$ cat config.mk
export PLATFORM = sky130hd
export DESIGN_NAME = rr_arb_mux
export DESIGN_NICKNAME = d
export VERILOG_FILES = /design/src/rtl/rr_arb_mux.sv
export SDC_FILE = /design/constraint.sdc
export NUM_CORES = 1
export LEC_CHECK = 0
export CAP_MARGIN = 20
export CORE_ASPECT_RATIO = 1.4
export CORE_MARGIN = 1
export CORE_UTILIZATION = 36
export CTS_CLUSTER_SIZE = 30
export DETAILED_ROUTE_END_ITERATION = 16
export PLACE_DENSITY_LB_ADDON = 0.15
export SLEW_MARGIN = 30
export SYNTH_ARGS = -nofsm -noshare
export SYNTH_HDL_FRONTEND = slang
export SYNTH_SLANG_ARGS = --single-unit
$ cat constraint.sdc
create_clock -name clk -period 4.1 [get_ports clk]
set_input_delay 0.41 -clock clk [delete_from_list [all_inputs] [get_ports clk]]
set_output_delay 0.41 -clock clk [all_outputs]
set_load 0.01 [all_outputs]
$ cat src/rtl/rr_arb_mux.sv
// rr_arb_mux: N-channel arbitrated multiplexer with a single registered output stage.
// Round-robin (MODE 0) or fixed lowest-index priority (MODE 1) selection, valid/ready on
// every input and on the output, one beat per cycle under continuous demand.
module rr_arb_mux #(
  parameter int unsigned LENGTH    = 32,
  parameter int unsigned CHANNELS  = 4,
  parameter int unsigned SEL_WIDTH = 2,
  parameter int unsigned MODE      = 0
) (
  input  logic                         clk,
  input  logic                         rst,
  input  logic [CHANNELS*LENGTH-1:0]   in_data,
  input  logic [CHANNELS-1:0]          in_valid,
  output logic [CHANNELS-1:0]          in_ready,
  output logic [LENGTH-1:0]            out_data,
  output logic [SEL_WIDTH-1:0]         out_sel,
  output logic                         out_valid,
  input  logic                         out_ready
);

  logic [LENGTH-1:0]    r_data;
  logic [SEL_WIDTH-1:0] r_sel;
  logic                 r_valid;
  logic [SEL_WIDTH-1:0] r_ptr;

  logic [SEL_WIDTH-1:0] w_base;
  logic [CHANNELS-1:0]  w_rot;
  logic [SEL_WIDTH-1:0] w_off;
  logic [SEL_WIDTH:0]   w_sum;
  logic [SEL_WIDTH-1:0] w_gidx;
  logic                 w_any;
  logic [CHANNELS-1:0]  w_grant;
  logic                 w_can_load;
  logic                 w_accept;
  logic [LENGTH-1:0]    w_mux;
  logic [SEL_WIDTH-1:0] w_ptr_next;

  // Fixed priority always scans from index 0.
  assign w_base     = (MODE == 1) ? '0 : r_ptr;
  assign w_can_load = !r_valid || out_ready;

  // Rotate requests so the scan starts at w_base, then take the first set bit.
  always_comb begin
    w_rot = CHANNELS'({in_valid, in_valid} >> w_base);
    w_off = '0;
    w_any = 1'b0;
    for (int unsigned k = 0; k < CHANNELS; k++) begin
      if (!w_any && w_rot[k]) begin
        w_any = 1'b1;
        w_off = SEL_WIDTH'(k);
      end
    end
  end

  // Map the rotated offset back to an absolute channel index, modulo CHANNELS.
  always_comb begin
    w_sum = {1'b0, w_base} + {1'b0, w_off};
    if (w_sum >= (SEL_WIDTH + 1)'(CHANNELS)) begin
      w_sum = w_sum - (SEL_WIDTH + 1)'(CHANNELS);
    end
    w_gidx  = w_sum[SEL_WIDTH-1:0];
    w_grant = w_any ? (CHANNELS'(1) << w_gidx) : '0;
  end

  // One-hot data select from the granted channel.
  always_comb begin
    w_mux = '0;
    for (int unsigned j = 0; j < CHANNELS; j++) begin
      if (w_grant[j]) begin
        w_mux = w_mux | in_data[j*LENGTH +: LENGTH];
      end
    end
  end

  assign in_ready   = rst ? '0 : (w_grant & {CHANNELS{w_can_load}});
  assign w_accept   = w_any && w_can_load && !rst;
  assign w_ptr_next = (w_gidx == SEL_WIDTH'(CHANNELS - 1)) ? '0 : w_gidx + 1'b1;

  // Output register and round-robin pointer: load on accept, clear valid on a bare drain.
  always_ff @(posedge clk or posedge rst) begin
    if (rst) begin
      r_data  <= '0;
      r_sel   <= '0;
      r_valid <= 1'b0;
      r_ptr   <= '0;
    end else if (w_accept) begin
      r_data  <= w_mux;
      r_sel   <= w_gidx;
      r_valid <= 1'b1;
      if (MODE == 0) begin
        r_ptr <= w_ptr_next;
      end
    end else if (out_ready) begin
      r_valid <= 1'b0;
    end
  end

  assign out_data  = r_data;
  assign out_sel   = r_sel;
  assign out_valid = r_valid;

endmodule

Yosys cells after proc, flatten, opt, wreduce, memory -nomap -nowiden

Cells that the tools add are included.

Input bits: 135
Bits in read-only memories: 0
Memories: 0
RAM bits: 0
Latch bits: 0
Word-level logic and storage cells: 44
Output and inout port bits: 39
Flip-flop bits (word level): 37

Reductions and logical operators: 12
Add/sub/neg operators: 3
Mux-type cells: 17
Magnitude comparators: 1
Shift-type cells: 2
Bitwise gates (word level): 4
Equal/unequal tests: 1
$mul: 0
Div/mod/pow operators: 0

Operator list:

| kind                  | number |
|---|---|
| $mux W32              | 4 |
| $or A32 B32 Y32       | 3 |
| $mux W2               | 4 |
| $mux W4               | 2 |
| $shr A8 B2 Y4         | 1 |
| $mux W1               | 7 |
| $logic_and A1 B1 Y1   | 5 |
| $logic_not A1 Y1      | 5 |
| $and A4 B4 Y4         | 1 |
| $shl A1 B2 Y4 const A | 1 |
| $add A2 B2 Y3         | 1 |
| $ge A3 B3 Y1 const B  | 1 |
| $add A2 B1 Y2 const B | 1 |
| $eq A2 B2 Y1 const B  | 1 |
| $reduce_bool A2 Y1    | 1 |
| $sub A2 B1 Y2 const B | 1 |
| $logic_or A1 B1 Y1    | 1 |

Longest topological paths before layout

Word-level depth: 23
Mapped depth: 14
Depth with buffers taken out: 11

Worst setup path before layout

No wires, ideal clock.

Path kind: input to output
From: input in_valid[2]
To: output in_ready[0]
Data arrival time: 2385 ps
Path buffers: 3
Required time: 3690 ps
Stages on the path: 13
Setup slack: 1305 ps
Path through: buf_2 -> nand2b_1 -> o22ai_1 -> nand2_1 -> o211ai_1 -> ha_1 -> xor2_1 -> a21o_1 -> and2_1 -> ha_1 -> clkbuf_1 -> clkbuf_1 -> and2_1

Longest elaborated chain between the ends: 18
Elaborated cells between the ends (all ways): 22
Those cells by class: 2 x add/sub; 1 x order compare; 2 x shift; 10 x mux; 1 x bitwise; 6 x reduce/logical

Ends and longest elaborated chain:

| what                                          | line   | RTL |
|---|---|---|
| start: declaration                            | 13     | `input logic [CHANNELS-1:0] in_valid,` |
| $shr A8 B2 Y4 *                               | 44     | `w_rot = CHANNELS'({in_valid, in_valid} >> w_base);` |
| $mux W1                                       | 48     | `if (!w_any && w_rot[k]) begin` |
| $logic_not A1 Y1                              | 48     |  |
| $logic_and A1 B1 Y1                           | 48     |  |
| $mux W1                                       | 48     |  |
| $logic_not A1 Y1                              | 48     |  |
| $logic_and A1 B1 Y1                           | 48     |  |
| $mux W1                                       | 48     |  |
| (+2 left out)                                 | n/a    |  |
| $mux W2                                       | 48     |  |
| $add A2 B2 Y3                                 | 57     | `w_sum = {1'b0, w_base} + {1'b0, w_off};` |
| $ge A3 B3 Y1 or $sub A2 B1 Y2 (tied branches) | 58, 59 |  |
| $mux W2                                       | 58     | `if (w_sum >= (SEL_WIDTH + 1)'(CHANNELS)) begin` |
| $shl A1 B2 Y4                                 | 62     | `w_grant = w_any ? (CHANNELS'(1) << w_gidx) : '0;` |
| $mux W4 *                                     | 62     |  |
| $and A4 B4 Y4 *                               | 75     | `assign in_ready = rst ? '0 : (w_grant & {CHANNELS{w_can_load}});` |
| $mux W4 *                                     | 75     |  |
| end: declaration                              | 14     | `output logic [CHANNELS-1:0] in_ready,` |

Mark *: on every way between the ends. The rest lies on a longest branch, timed or not.

Final worst setup path

Same ends and word-level chain as after synthesis.

==> impl_metrics.yaml <==
hold_path:
  hp-start: "out_sel[0]$_DFFE_PP0P_"
  whs_path_depth: 1
  hold_path_class: "register to register"
critical_path:
  cp.required_ns: 3.69
  end_kind: "output port"
  reg2reg_to: "out_data[19]$_DFFE_PP0P_"
  crit_type: "primary input to output port"
  worst-r2r-cell-count: 12
  crit_path_end: "in_ready[0]"
  startpoint_type: "primary input"
  setup.worst_path.start: "in_valid[2]"
  rrSetupSlack_ns: 1.28
  r2r-start: "r_ptr[0]$_DFFE_PP0P_"
  cp_max_fo: 9
  cp.arrival_ns: 3.23
detailed_routing:
  drtAntennaViolNets: 0
  drc_errors: 0
  wl_met3_um: 727
  viasPerCell: 5.42
  num_vias: 2551
  topRoutingLayerUsed: "met4"
  wl_met1_um: 2950
  drt_iter0_drc: 87
  wirelength_um: 7870
  route.met2.wl_um: 4070
  wl_per_cell_um: 16.7
  first_pass_iters: 5
power_and_ir_drop:
  clkPwrFrac: 0.087
  ir_drop_uv: 577
  p_sw_mw: 1.26
  power.total_mw: 2.85
  p_int_mw: 1.59
  swShare: 0.442
  p_leak_nw: 1.53
  p_per_area_nw_per_um2: 704
  power_frac_seq: 0.233
  combPwrFrac: 0.680
clocking:
  cts_tree: "built"
  post_cts_buffers: 0
  clk_path_buf_depth: 2
  htreeDepth: 2
  cts_buffers: 5
  cts_hold_buf: 0
  clkLatencyLatePin_ns: 0.28
  ctsResizeCount: 0
  cts-root-buf: "clkbuf_8"
  clk_pin_slew_ns: 0.07
  clock-sinks: 37
floorplanning:
  core_area_sq_um: 5900
  die_w_um: 68.4
  die_y_um: 95.0
  start_util: 0.377
  row_count: 33
  fp.dieArea_sq_um: 6500
  ios: 174
synth:
  synth_edf_count: 0
  yosysTopAreaCell: "dfrtp_1"
  synth_ff_type: "dfrtp_1"
  synth.net_count: 380
  netlist_area_sq_um: 2220
  yosys.area.top_type_share: 0.416
  yosys_warnings: 0
  synthArstFlopShare: 1.00
  yosys-top-cells-area: "dfrtp_1, a22oi_1, a31oi_1, nor2_1, clkbuf_1"
  synth_cells: 240
  synth_cell_type_count: 31
  syn-mean-instance-area_sq_um: 9.27
  ys_seq_area_frac: 0.416
  ys_seq_elements: 37
sta:
  slew_viol_final: 0
  period_share: 0.888
  finalCriticalPeriod_ns: 3.64
  slew-limit-headroom: 0.602
  hold_viol: 0
  skew_ns: 0.00537
  tightest_slew_ns: 0.595
  rsz0062_at_grt: "no"
  setup-violations-final: 0
  finalSetupTns_ns: 0
  fmax_mhz: 275
layout:
  seq_area_sq_um: 926
  final_area_sq_um: 4040
  antenna_cells: 0
  area_growth_pct: 81.8
  multi_input_area_sq_um: 1150
  final_common_cell: "clkdlybuf4s50_1"
  drive_above_1_share: 0.0549
  num-nets-final: 540
  fillCellCount: 516
  most-common-layout-cells: "clkdlybuf4s50_1, a22oi_1, dfrtp_1"
global_routing:
  grt_usage: 0.245
  grt_pass1_vias: 2429
  grt_max_degree: 41
  grt_pass1_wl_um: 11700
  antenna_found_initial: 0
  gr-total-overflow: 0
placement:
  gp_congestion: 0.794
  dp_hpwl_um: 5740
  dpl_cell_area_sq_um: 3960
  port_buffers: 173
status:
  status: "finished clean"
run:
  maxCapViolations: 0
==> area by class of cell <==
| type | instances | share of cell area |
|---|---|---|
| sequential | 37 | 0.229 |
| multi-input combinational | 173 | 0.284 |
| clock buffer | 5 | 0.0170 |
| clock inverter | 3 | 0.00433 |
| inverter | 3 | 0.00278 |
| timing repair buffer | 180 | 0.441 |
| tap | 70 | 0.0217 |
==> Yosys cell counts, types with 3 or more instances <==
cell and number:
nor3b_1 3, dfrtp_1 37, nor2_1 35, buf_6 4, and2_1 5, buf_2 5
a31oi_1 34, inv_1 3, clkbuf_1 17, nand2_1 4, ha_1 5, a22oi_1 64
mux2_2 4
==> critical path: stages <==
cell and delay (ns):
clkdlybuf4s50_1 0.58, nand2b_1 0.24, o22ai_1 0.16, nand2_1 0.10
o211ai_1 0.13, ha_1 0.19, xor2_1 0.20, nand3_1 0.14
and2_1 0.22, ha_1 0.21, and2_1 0.14, clkdlybuf4s50_1 0.50
==> registers in the layout, summed over array words and instances, names as in the netlist <==
name	count
r_ptr	2
out_valid	1
out_sel	2
out_data	32
==> through the flow <==
| stage | util | hold WS [ns] | setup slack, ns | cells |
|---|---|---|---|---|
| 6_report | 0.685 | 0.527 | 0.458 | 471 |
| 5_1_grt | 0.685 | 0.548 | 0.291 | 471 |
| 4_1_cts | 0.685 | 0.533 | 0.471 | 471 |
| 3_5_place_dp | 0.670 | 0.517 | 0.497 | 463 |
| 3_3_place_gp | 0.670 | 0.490 | 0.602 | 463 |
| 2_1_floorplan | - | 0.510 | 1.31 | 240 |
==> kinds of logic after synthesis <==
| logic type | after synthesis | share of synthesized area |
|---|---|---|
| AOI/OAI and AO/OA | 106 | 0.336 |
| muxes | 4 | 0.0202 |
| and+or+nand+nor | 57 | 0.128 |
| xor gates and xnor gates | 1 | 0.00394 |
| adders and majority gates | 5 | 0.0281 |
| DFF | 37 | 0.416 |
| buffers and inverters | 30 | 0.0675 |
==> worst min path at each step <==
stage	to	slack, ns
2_1_floorplan	out_valid$_DFFE_PP0P_	0.51
3_3_place_gp	out_sel[0]$_DFFE_PP0P_	0.49
3_5_place_dp	out_sel[0]$_DFFE_PP0P_	0.52
4_1_cts	out_sel[0]$_DFFE_PP0P_	0.53
5_1_grt	out_sel[0]$_DFFE_PP0P_	0.55
6_report	out_sel[0]$_DFFE_PP0P_	0.53
==> power groups by stage <==
| stage | registers (mW) | clock network (mW) | logic [mW] |
|---|---|---|---|
| 6_report | 0.663 | 0.249 | 1.93 |
| 5_1_grt | 0.685 | 0.270 | 2.12 |
| 4_1_cts | 0.663 | 0.261 | 1.95 |
| 3_5_place_dp | 0.671 | 0 | 1.94 |
| 3_3_place_gp | 0.658 | 0 | 1.92 |
| 2_1_floorplan | 0.727 | 0 | 1.06 |
==> per-layer routing <==
layer	GRT usage	vias to the layer above
met2	0.437	116
li1	-	1236
met4	0.0799	0
met5	0	-
met3	0.0646	9
met1	0.274	1190
Power figures use the tool's default switching activity.
